## config.mk

```make
export PLATFORM = sky130hd
export DESIGN_NAME = masked_mem_rmw_arbiter_flat
export DESIGN_NICKNAME = d
export VERILOG_FILES = /design/src/rtl/masked_mem_rmw_arbiter_if.sv /design/src/rtl/masked_mem_rmw_arbiter.sv /design/src/flat_wrapper.sv
export SDC_FILE = /design/constraint.sdc
export NUM_CORES = 1
export LEC_CHECK = 0
export CAP_MARGIN = 20
export CORE_MARGIN = 8
export CORE_UTILIZATION = 43
export CTS_CLUSTER_SIZE = 8
export DETAILED_ROUTE_END_ITERATION = 12
export DONT_BUFFER_PORTS = 1
export PLACE_DENSITY = 0.6
export SETUP_SLACK_MARGIN = 0.3
export SLEW_MARGIN = 25
export SYNTH_ARGS = -nofsm -noshare
export SYNTH_HDL_FRONTEND = slang
export SYNTH_SLANG_ARGS = --single-unit
```

## constraint.sdc

```tcl
create_clock -name clk -period 1.7 [get_ports clk]
set_clock_uncertainty 0.15 [all_clocks]
set_input_delay 0.34 -clock clk [delete_from_list [all_inputs] [get_ports clk]]
set_output_delay 0.34 -clock clk [all_outputs]
set_load 0.05 [all_outputs]
```

## src/rtl/masked_mem_rmw_arbiter_if.sv

```systemverilog
// Purpose: bundles the two requester channels, the shared response and the
//          single-port memory bus of masked_mem_rmw_arbiter.
// Ports (signals):
//   rX_req/rX_wr/rX_addr/rX_wdata/rX_mask  requester command, X = 0/1
//   rX_gnt/rX_done                         per-requester handshake pulses
//   rdata/busy                             shared response word and busy flag
//   mem_en/mem_wr/mem_addr/mem_wdata       memory command
//   mem_rdata                              memory read data (1-cycle latency)
// Modports: slave = arbiter side, master = clients + memory side.
interface masked_mem_rmw_arbiter_if #(
    parameter int unsigned AW = 8,
    parameter int unsigned DW = 32
);
    logic          r0_req;
    logic          r0_wr;
    logic [AW-1:0] r0_addr;
    logic [DW-1:0] r0_wdata;
    logic [DW-1:0] r0_mask;
    logic          r0_gnt;
    logic          r0_done;

    logic          r1_req;
    logic          r1_wr;
    logic [AW-1:0] r1_addr;
    logic [DW-1:0] r1_wdata;
    logic [DW-1:0] r1_mask;
    logic          r1_gnt;
    logic          r1_done;

    logic [DW-1:0] rdata;
    logic          busy;

    logic          mem_en;
    logic          mem_wr;
    logic [AW-1:0] mem_addr;
    logic [DW-1:0] mem_wdata;
    logic [DW-1:0] mem_rdata;

    modport slave (
        input  r0_req, r0_wr, r0_addr, r0_wdata, r0_mask,
        input  r1_req, r1_wr, r1_addr, r1_wdata, r1_mask,
        input  mem_rdata,
        output r0_gnt, r0_done, r1_gnt, r1_done,
        output rdata, busy,
        output mem_en, mem_wr, mem_addr, mem_wdata
    );

    modport master (
        output r0_req, r0_wr, r0_addr, r0_wdata, r0_mask,
        output r1_req, r1_wr, r1_addr, r1_wdata, r1_mask,
        output mem_rdata,
        input  r0_gnt, r0_done, r1_gnt, r1_done,
        input  rdata, busy,
        input  mem_en, mem_wr, mem_addr, mem_wdata
    );
endinterface

```

## src/rtl/masked_mem_rmw_arbiter.sv

```systemverilog
// Purpose: round-robin two-requester controller in front of a single-port
//          memory with 1-cycle read latency. Every access reads the old word;
//          writes then store (old & ~mask) | (wdata & mask).
// Ports:
//   clk    clock, posedge
//   rst_n  synchronous active-low reset
//   bus    masked_mem_rmw_arbiter_if.slave (requesters, response, memory)
module masked_mem_rmw_arbiter #(
    parameter int unsigned AW = 8,
    parameter int unsigned DW = 32
) (
    input  logic                          clk,
    input  logic                          rst_n,
    masked_mem_rmw_arbiter_if.slave       bus
);
    typedef enum logic [2:0] {
        S_IDLE,
        S_RD,
        S_CAP,
        S_WR,
        S_RESP
    } state_t;

    typedef struct packed {
        logic          wr;
        logic [AW-1:0] addr;
        logic [DW-1:0] wdata;
        logic [DW-1:0] mask;
    } cmd_t;

    state_t        r_state;
    state_t        w_state_nxt;
    cmd_t          r_cmd;
    cmd_t          w_cmd;
    logic          r_owner;     // requester being served
    logic          r_last;      // last requester granted
    logic [DW-1:0] r_old_word;
    logic          w_pick1;
    logic          w_grant;

    // Arbitration: a lone request wins; on a tie the one not served last wins.
    always_comb begin
        w_pick1 = bus.r1_req & (~bus.r0_req | ~r_last);
        w_grant = (r_state == S_IDLE) & (bus.r0_req | bus.r1_req) & rst_n;
        if (w_pick1) begin
            w_cmd = '{wr: bus.r1_wr, addr: bus.r1_addr, wdata: bus.r1_wdata, mask: bus.r1_mask};
        end else begin
            w_cmd = '{wr: bus.r0_wr, addr: bus.r0_addr, wdata: bus.r0_wdata, mask: bus.r0_mask};
        end
    end

    // State register, command latch and read capture.
    always_ff @(posedge clk) begin
        if (!rst_n) begin
            r_state    <= S_IDLE;
            r_cmd      <= '0;
            r_owner    <= 1'b0;
            r_last     <= 1'b1;
            r_old_word <= '0;
        end else begin
            r_state <= w_state_nxt;
            if (w_grant) begin
                r_cmd   <= w_cmd;
                r_owner <= w_pick1;
                r_last  <= w_pick1;
            end
            if (r_state == S_CAP) begin
                r_old_word <= bus.mem_rdata;
            end
        end
    end

    // Next state and state-decoded outputs; strobes are gated by rst_n so a
    // reset cycle never issues a grant, a done or a memory access.
    always_comb begin
        w_state_nxt   = r_state;
        bus.r0_gnt    = 1'b0;
        bus.r1_gnt    = 1'b0;
        bus.r0_done   = 1'b0;
        bus.r1_done   = 1'b0;
        bus.mem_en    = 1'b0;
        bus.mem_wr    = 1'b0;
        bus.busy      = (r_state != S_IDLE);
        bus.rdata     = r_old_word;
        bus.mem_addr  = r_cmd.addr;
        bus.mem_wdata = (r_old_word & ~r_cmd.mask) | (r_cmd.wdata & r_cmd.mask);

        case (r_state)
            S_IDLE: begin
                bus.r0_gnt = w_grant & ~w_pick1;
                bus.r1_gnt = w_grant & w_pick1;
                if (w_grant) begin
                    w_state_nxt = S_RD;
                end
            end
            S_RD: begin
                bus.mem_en  = rst_n;
                w_state_nxt = S_CAP;
            end
            S_CAP: begin
                w_state_nxt = r_cmd.wr ? S_WR : S_RESP;
            end
            S_WR: begin
                bus.mem_en  = rst_n;
                bus.mem_wr  = rst_n;
                w_state_nxt = S_RESP;
            end
            S_RESP: begin
                bus.r0_done = rst_n & ~r_owner;
                bus.r1_done = rst_n & r_owner;
                w_state_nxt = S_IDLE;
            end
            default: begin
                w_state_nxt = S_IDLE;
            end
        endcase
    end
endmodule

```

## src/flat_wrapper.sv

```systemverilog
// flat-port wrapper written by rule: the top's interface ports become plain ports
module masked_mem_rmw_arbiter_flat 
#(
    parameter int unsigned AW = 8,
    parameter int unsigned DW = 32
)
  (clk, rst_n, bus_r0_req, bus_r0_wr, bus_r0_addr, bus_r0_wdata, bus_r0_mask, bus_r1_req, bus_r1_wr, bus_r1_addr, bus_r1_wdata, bus_r1_mask, bus_mem_rdata, bus_r0_gnt, bus_r0_done, bus_r1_gnt, bus_r1_done, bus_rdata, bus_busy, bus_mem_en, bus_mem_wr, bus_mem_addr, bus_mem_wdata);
  masked_mem_rmw_arbiter_if #(.AW(AW), .DW(DW)) bus_i ();
  input  logic clk;
  input  logic rst_n;
  input wire logic [$bits(bus_i.r0_req)-1:0] bus_r0_req;
  input wire logic [$bits(bus_i.r0_wr)-1:0] bus_r0_wr;
  input wire logic [$bits(bus_i.r0_addr)-1:0] bus_r0_addr;
  input wire logic [$bits(bus_i.r0_wdata)-1:0] bus_r0_wdata;
  input wire logic [$bits(bus_i.r0_mask)-1:0] bus_r0_mask;
  input wire logic [$bits(bus_i.r1_req)-1:0] bus_r1_req;
  input wire logic [$bits(bus_i.r1_wr)-1:0] bus_r1_wr;
  input wire logic [$bits(bus_i.r1_addr)-1:0] bus_r1_addr;
  input wire logic [$bits(bus_i.r1_wdata)-1:0] bus_r1_wdata;
  input wire logic [$bits(bus_i.r1_mask)-1:0] bus_r1_mask;
  input wire logic [$bits(bus_i.mem_rdata)-1:0] bus_mem_rdata;
  output wire logic [$bits(bus_i.r0_gnt)-1:0] bus_r0_gnt;
  output wire logic [$bits(bus_i.r0_done)-1:0] bus_r0_done;
  output wire logic [$bits(bus_i.r1_gnt)-1:0] bus_r1_gnt;
  output wire logic [$bits(bus_i.r1_done)-1:0] bus_r1_done;
  output wire logic [$bits(bus_i.rdata)-1:0] bus_rdata;
  output wire logic [$bits(bus_i.busy)-1:0] bus_busy;
  output wire logic [$bits(bus_i.mem_en)-1:0] bus_mem_en;
  output wire logic [$bits(bus_i.mem_wr)-1:0] bus_mem_wr;
  output wire logic [$bits(bus_i.mem_addr)-1:0] bus_mem_addr;
  output wire logic [$bits(bus_i.mem_wdata)-1:0] bus_mem_wdata;
  assign bus_i.r0_req = bus_r0_req;
  assign bus_i.r0_wr = bus_r0_wr;
  assign bus_i.r0_addr = bus_r0_addr;
  assign bus_i.r0_wdata = bus_r0_wdata;
  assign bus_i.r0_mask = bus_r0_mask;
  assign bus_i.r1_req = bus_r1_req;
  assign bus_i.r1_wr = bus_r1_wr;
  assign bus_i.r1_addr = bus_r1_addr;
  assign bus_i.r1_wdata = bus_r1_wdata;
  assign bus_i.r1_mask = bus_r1_mask;
  assign bus_i.mem_rdata = bus_mem_rdata;
  assign bus_r0_gnt = bus_i.r0_gnt;
  assign bus_r0_done = bus_i.r0_done;
  assign bus_r1_gnt = bus_i.r1_gnt;
  assign bus_r1_done = bus_i.r1_done;
  assign bus_rdata = bus_i.rdata;
  assign bus_busy = bus_i.busy;
  assign bus_mem_en = bus_i.mem_en;
  assign bus_mem_wr = bus_i.mem_wr;
  assign bus_mem_addr = bus_i.mem_addr;
  assign bus_mem_wdata = bus_i.mem_wdata;
  masked_mem_rmw_arbiter #(.AW(AW), .DW(DW)) u_core (.clk(clk), .rst_n(rst_n), .bus(bus_i));
endmodule
```

==> tab_implementation.tex <==
\begin{tabular}{lr}
\hline
Metric & Value \\
\hline
\multicolumn{2}{l}{\textbf{Clocking}} \\
Clock tree from TritonCTS & yes \\
TritonCTS sink count & 110 \\
Root buffer cell & sky130\_fd\_sc\_hd\_\_clkbuf\_16 \\
H-tree level count & 3 \\
Clk\_lat worst skew & 0.35 ns \\
Number of CTS-inserted buffers & 9 \\
Clock-pin slew of the registers on the worst-case setup and hold paths & 0.07 ns \\
Clock buffer depth & 2 \\
\multicolumn{2}{l}{\textbf{STA}} \\
Share of the clock period used by the worst path after layout & 124\% \\
Worst-case setup margin in the final layout & -0.407 ns \\
Min cycle time layout & 2.11 ns \\
Achievable clock frequency & 0.475 GHz \\
Worst hold slack & 0.0313 ns \\
Hold Fails Final Rpt & 0 \\
Max-slew violations & 0 \\
Number of endpoints failing setup at the final stage & 112 \\
RSZ-0062 raised after global routing & yes \\
Slew margin rel. & 64.8\% \\
Transition time of the tightest slew-check pin & 0.528 ns \\
\multicolumn{2}{l}{\textbf{Final layout}} \\
N\_diodes & 0 \\
Most frequent standard cell in the layout excluding fill and tap cells & sky130\_fd\_sc\_hd\_\_dfxtp\_2 \\
Final net count & 780 \\
Layout cells sized above 1 & 67.7\% \\
Post-Layout Inst Area & 8230 µm² \\
Post-synthesis to final-layout area growth & 69.0\% \\
Commonest cells after routing, fill and taps aside & sky130\_fd\_sc\_hd\_\_dfxtp\_2 (72), sky130\_fd\_sc\_hd\_\_mux2i\_1 (65), sky130\_fd\_sc\_hd\_\_o2bb2ai\_2 (59) \\
Final-layout fill cell count & 727 \\
\multicolumn{2}{l}{\textbf{Die}} \\
Vertical die dimension & 122 µm \\
I/O Pins & 261 \\
Floorplan row count & 39 \\
Core area & 11200 µm² \\
Horiz. Die Dim & 122 µm \\
Starting density of the core & 43.4\% \\
Area enclosed by the die boundary & 15000 µm² \\
\multicolumn{2}{l}{\textbf{Routing}} \\
Routed length per instance & 26.3 µm \\
Drt first-iter violations & 253 \\
Count of vias placed by the detailed router & 4361 \\
Final routed DRC violation total & 0 \\
Routed WL & 19.6 mm \\
Number of vias per cell after detailed routing & 5.85 \\
First-pass iteration count of the detailed router & 4 \\
Antenna-violating nets left & 0 \\
\multicolumn{2}{l}{\textbf{Global routing}} \\
Wire length of the first global-routing pass & 23.9 mm \\
Antenna violations before repair & 0 \\
Number of global-route vias before repair & 4281 \\
Grt total ovfl & 0 \\
Largest net degree at the start of global routing & 40 \\
Total GRT Usage & 20.7\% \\
\multicolumn{2}{l}{\textbf{Pwr}} \\
Highest ir drop seen on vdd & 0.000611 V \\
Power per standard cell area & 899 nW/µm² \\
P\_leak & 3.20 nW \\
\multicolumn{2}{l}{\textbf{Yosys}} \\
Primary FF master, synth & sky130\_fd\_sc\_hd\_\_dfxtp\_1 \\
Post-synth EDFFs & 0 \\
Gate count after technology mapping & 472 \\
Asr flop ratio synth & 0\% \\
Post-synth net total & 654 \\
Share of the yosys chip area belonging to registers & 45.2\% \\
Synth warn & 0 \\
Unique cell type count in the Yosys netlist & 35 \\
Post-synthesis sequential element count & 110 \\
Area of the mapped netlist & 4870 µm² \\
Mean Syn Cell Area & 10.3 µm² \\
\multicolumn{2}{l}{\textbf{Min path}} \\
Path class of the lowest-slack min-delay path & input pin to flip-flop \\
\multicolumn{2}{l}{\textbf{Setup path}} \\
Worst reg2reg setup slack & -0.26 ns \\
Type of destination of the critical path & primary output \\
Crit start category & flip-flop \\
Stages on the worst setup path & 4 \\
Arrival time reported for the critical path endpoint & 1.62 ns \\
CP required & 1.21 ns \\
Startpoint of the worst register-to-register path & u\_core.r\_state[1] \\
Classification of the worst setup path & flip-flop to primary output \\
CP Buf/Inv Count & 1 \\
Crit-path leading delay family & simple AND/OR/NAND/NOR gates \\
List of cells traversed by the critical path & nand2b\_4 > or4\_4 > nor2\_4 > buf\_12 \\
Cell type of the slowest stage on the worst timing path & sky130\_fd\_sc\_hd\_\_or4\_4 \\
Depth of the worst register-to-register path & 11 \\
Start point of the critical path & u\_core.r\_state[1] \\
CP max FO & 3 \\
Max stage delay on crit path & 0.53 ns \\
End of the critical path & bus\_r0\_gnt \\
End of the worst register-to-register path & u\_core.bus.mem\_addr[1] \\
\multicolumn{2}{l}{\textbf{Placement}} \\
Detailed placer's ending HPWL & 11.0 mm \\
Placed inst area & 5470 µm² \\
Final weighted congestion in routability-driven placement & 0.794 \\
Port bufs & 0 \\
\multicolumn{2}{l}{\textbf{Run status}} \\
Status & finished, violations left \\
Violated checks & setup timing \\
\multicolumn{2}{l}{\textbf{Job}} \\
MaxCap Viol Count & 0 \\
\hline
\end{tabular}
## stage by stage
step                setup slack [ns]  setup TNS [ns]  util [%]  cells  total power (W)
CTS                           -0.404           -6.17      62.2    705          0.00687
global route                  -0.448          -23.73      73.3    746          0.00766
finish                        -0.407          -19.84      73.3    746          0.00740
detailed placement           -0.0240         -0.0598      48.7    627          0.00431
floorplan                     -0.405           -1.40         -    472          0.00404
global placement             -0.0134         -0.0266      48.7    627          0.00428
## cells by family (layout without fill, tap and decap cells)
group                  Yosys count  in the layout  share of synthesized area, %
AOI/OAI and AO/OA              130            130                          20.8
buffers and inverters           51            182                          5.63
DFF                            110            110                          45.2
muxes                           97             97                          20.8
and+or+nand+nor                 84             84                          7.58
## timing repair
| item | in CTS | in global routing |
|---|---|---|
| buffers inserted | 24 | 29 |
| hold buffers | 32 | 0 |
| endpoints found under the setup margin | 156 | 172 |
| pin swaps | 17 | 39 |
| resized for setup | 175 | 154 |
| endpoints found under the hold margin | 32 | 0 |
| cloned | 6 | 12 |
## synthesized netlist by cell type (2+ instances only)
cell / instances / share of area [%]
sky130_fd_sc_hd__o32ai_1: 9 / 1.6
sky130_fd_sc_hd__dfxtp_1: 110 / 45
sky130_fd_sc_hd__a211oi_1: 9 / 1.4
sky130_fd_sc_hd__buf_6: 3 / 0.69
sky130_fd_sc_hd__o2bb2ai_2: 8 / 2.5
sky130_fd_sc_hd__nor3_1: 2 / 0.21
sky130_fd_sc_hd__nor2_2: 2 / 0.26
sky130_fd_sc_hd__nand2_1: 65 / 5.0
sky130_fd_sc_hd__o2bb2ai_1: 56 / 10
sky130_fd_sc_hd__buf_4: 11 / 1.7
sky130_fd_sc_hd__nor2_1: 3 / 0.23
sky130_fd_sc_hd__and2_1: 2 / 0.26
sky130_fd_sc_hd__buf_2: 15 / 1.5
sky130_fd_sc_hd__mux2i_1: 65 / 13
sky130_fd_sc_hd__inv_1: 3 / 0.23
sky130_fd_sc_hd__and3_1: 3 / 0.39
sky130_fd_sc_hd__clkbuf_1: 16 / 1.2
sky130_fd_sc_hd__a21oi_1: 42 / 4.3
sky130_fd_sc_hd__mux2_2: 32 / 7.4
## worst min path at each step
stage / from / to / depth (start not counted)
after detailed placement: u_core.r_cmd[36] / u_core.r_cmd[36] / 1
final: bus_r0_addr[2] / u_core.bus.mem_addr[2] / 2
after CTS: bus_r0_addr[6] / u_core.bus.mem_addr[6] / 2
after global routing: bus_mem_rdata[10] / u_core.bus.rdata[10] / 2
after floorplan: u_core.r_cmd[32] / u_core.r_cmd[32] / 1
after global placement: u_core.r_cmd[39] / u_core.r_cmd[39] / 1
## state kept, by name, summed over array words and instances, names as in the netlist
name	cells
u_core.r_owner	1
u_core.r_last	1
u_core.r_cmd	65
u_core.r_state	3
u_core.bus.rdata	32
u_core.bus.mem_addr	8
## metal layers
| layer | part of all wire, % | global-route usage (%) | vias to the layer above |
|---|---|---|---|
| met4 | 1.3 | 7.84 | 0 |
| met2 | 51 | 35.3 | 175 |
| met3 | 7.2 | 6.21 | 17 |
| li1 | - | - | 1982 |
| met5 | 0 | 0 | - |
| met1 | 41 | 24.1 | 2187 |
## cell type report
type	instances	area [µm²]	share of cell area, %
Inverter	5	25.0	0.304
Sequential cell	110	2300	27.9
Tap cell	143	179	2.17
Clock inverter	6	70.1	0.851
Clock buffer	10	239	2.90
Multi-Input combinational cell	311	3390	41.1
Timing Repair Buffer	161	2030	24.7
## power breakdown
part / switching (W) / total (W) / leakage [nW] / internal [W]
clock: 0.00100 / 0.00220 / 0.147 / 0.00119
sequential: 0.000277 / 0.00311 / 0.935 / 0.00283
combinational: 0.00110 / 0.00210 / 2.11 / 0.000995
(Power assumes the default switching activity.)
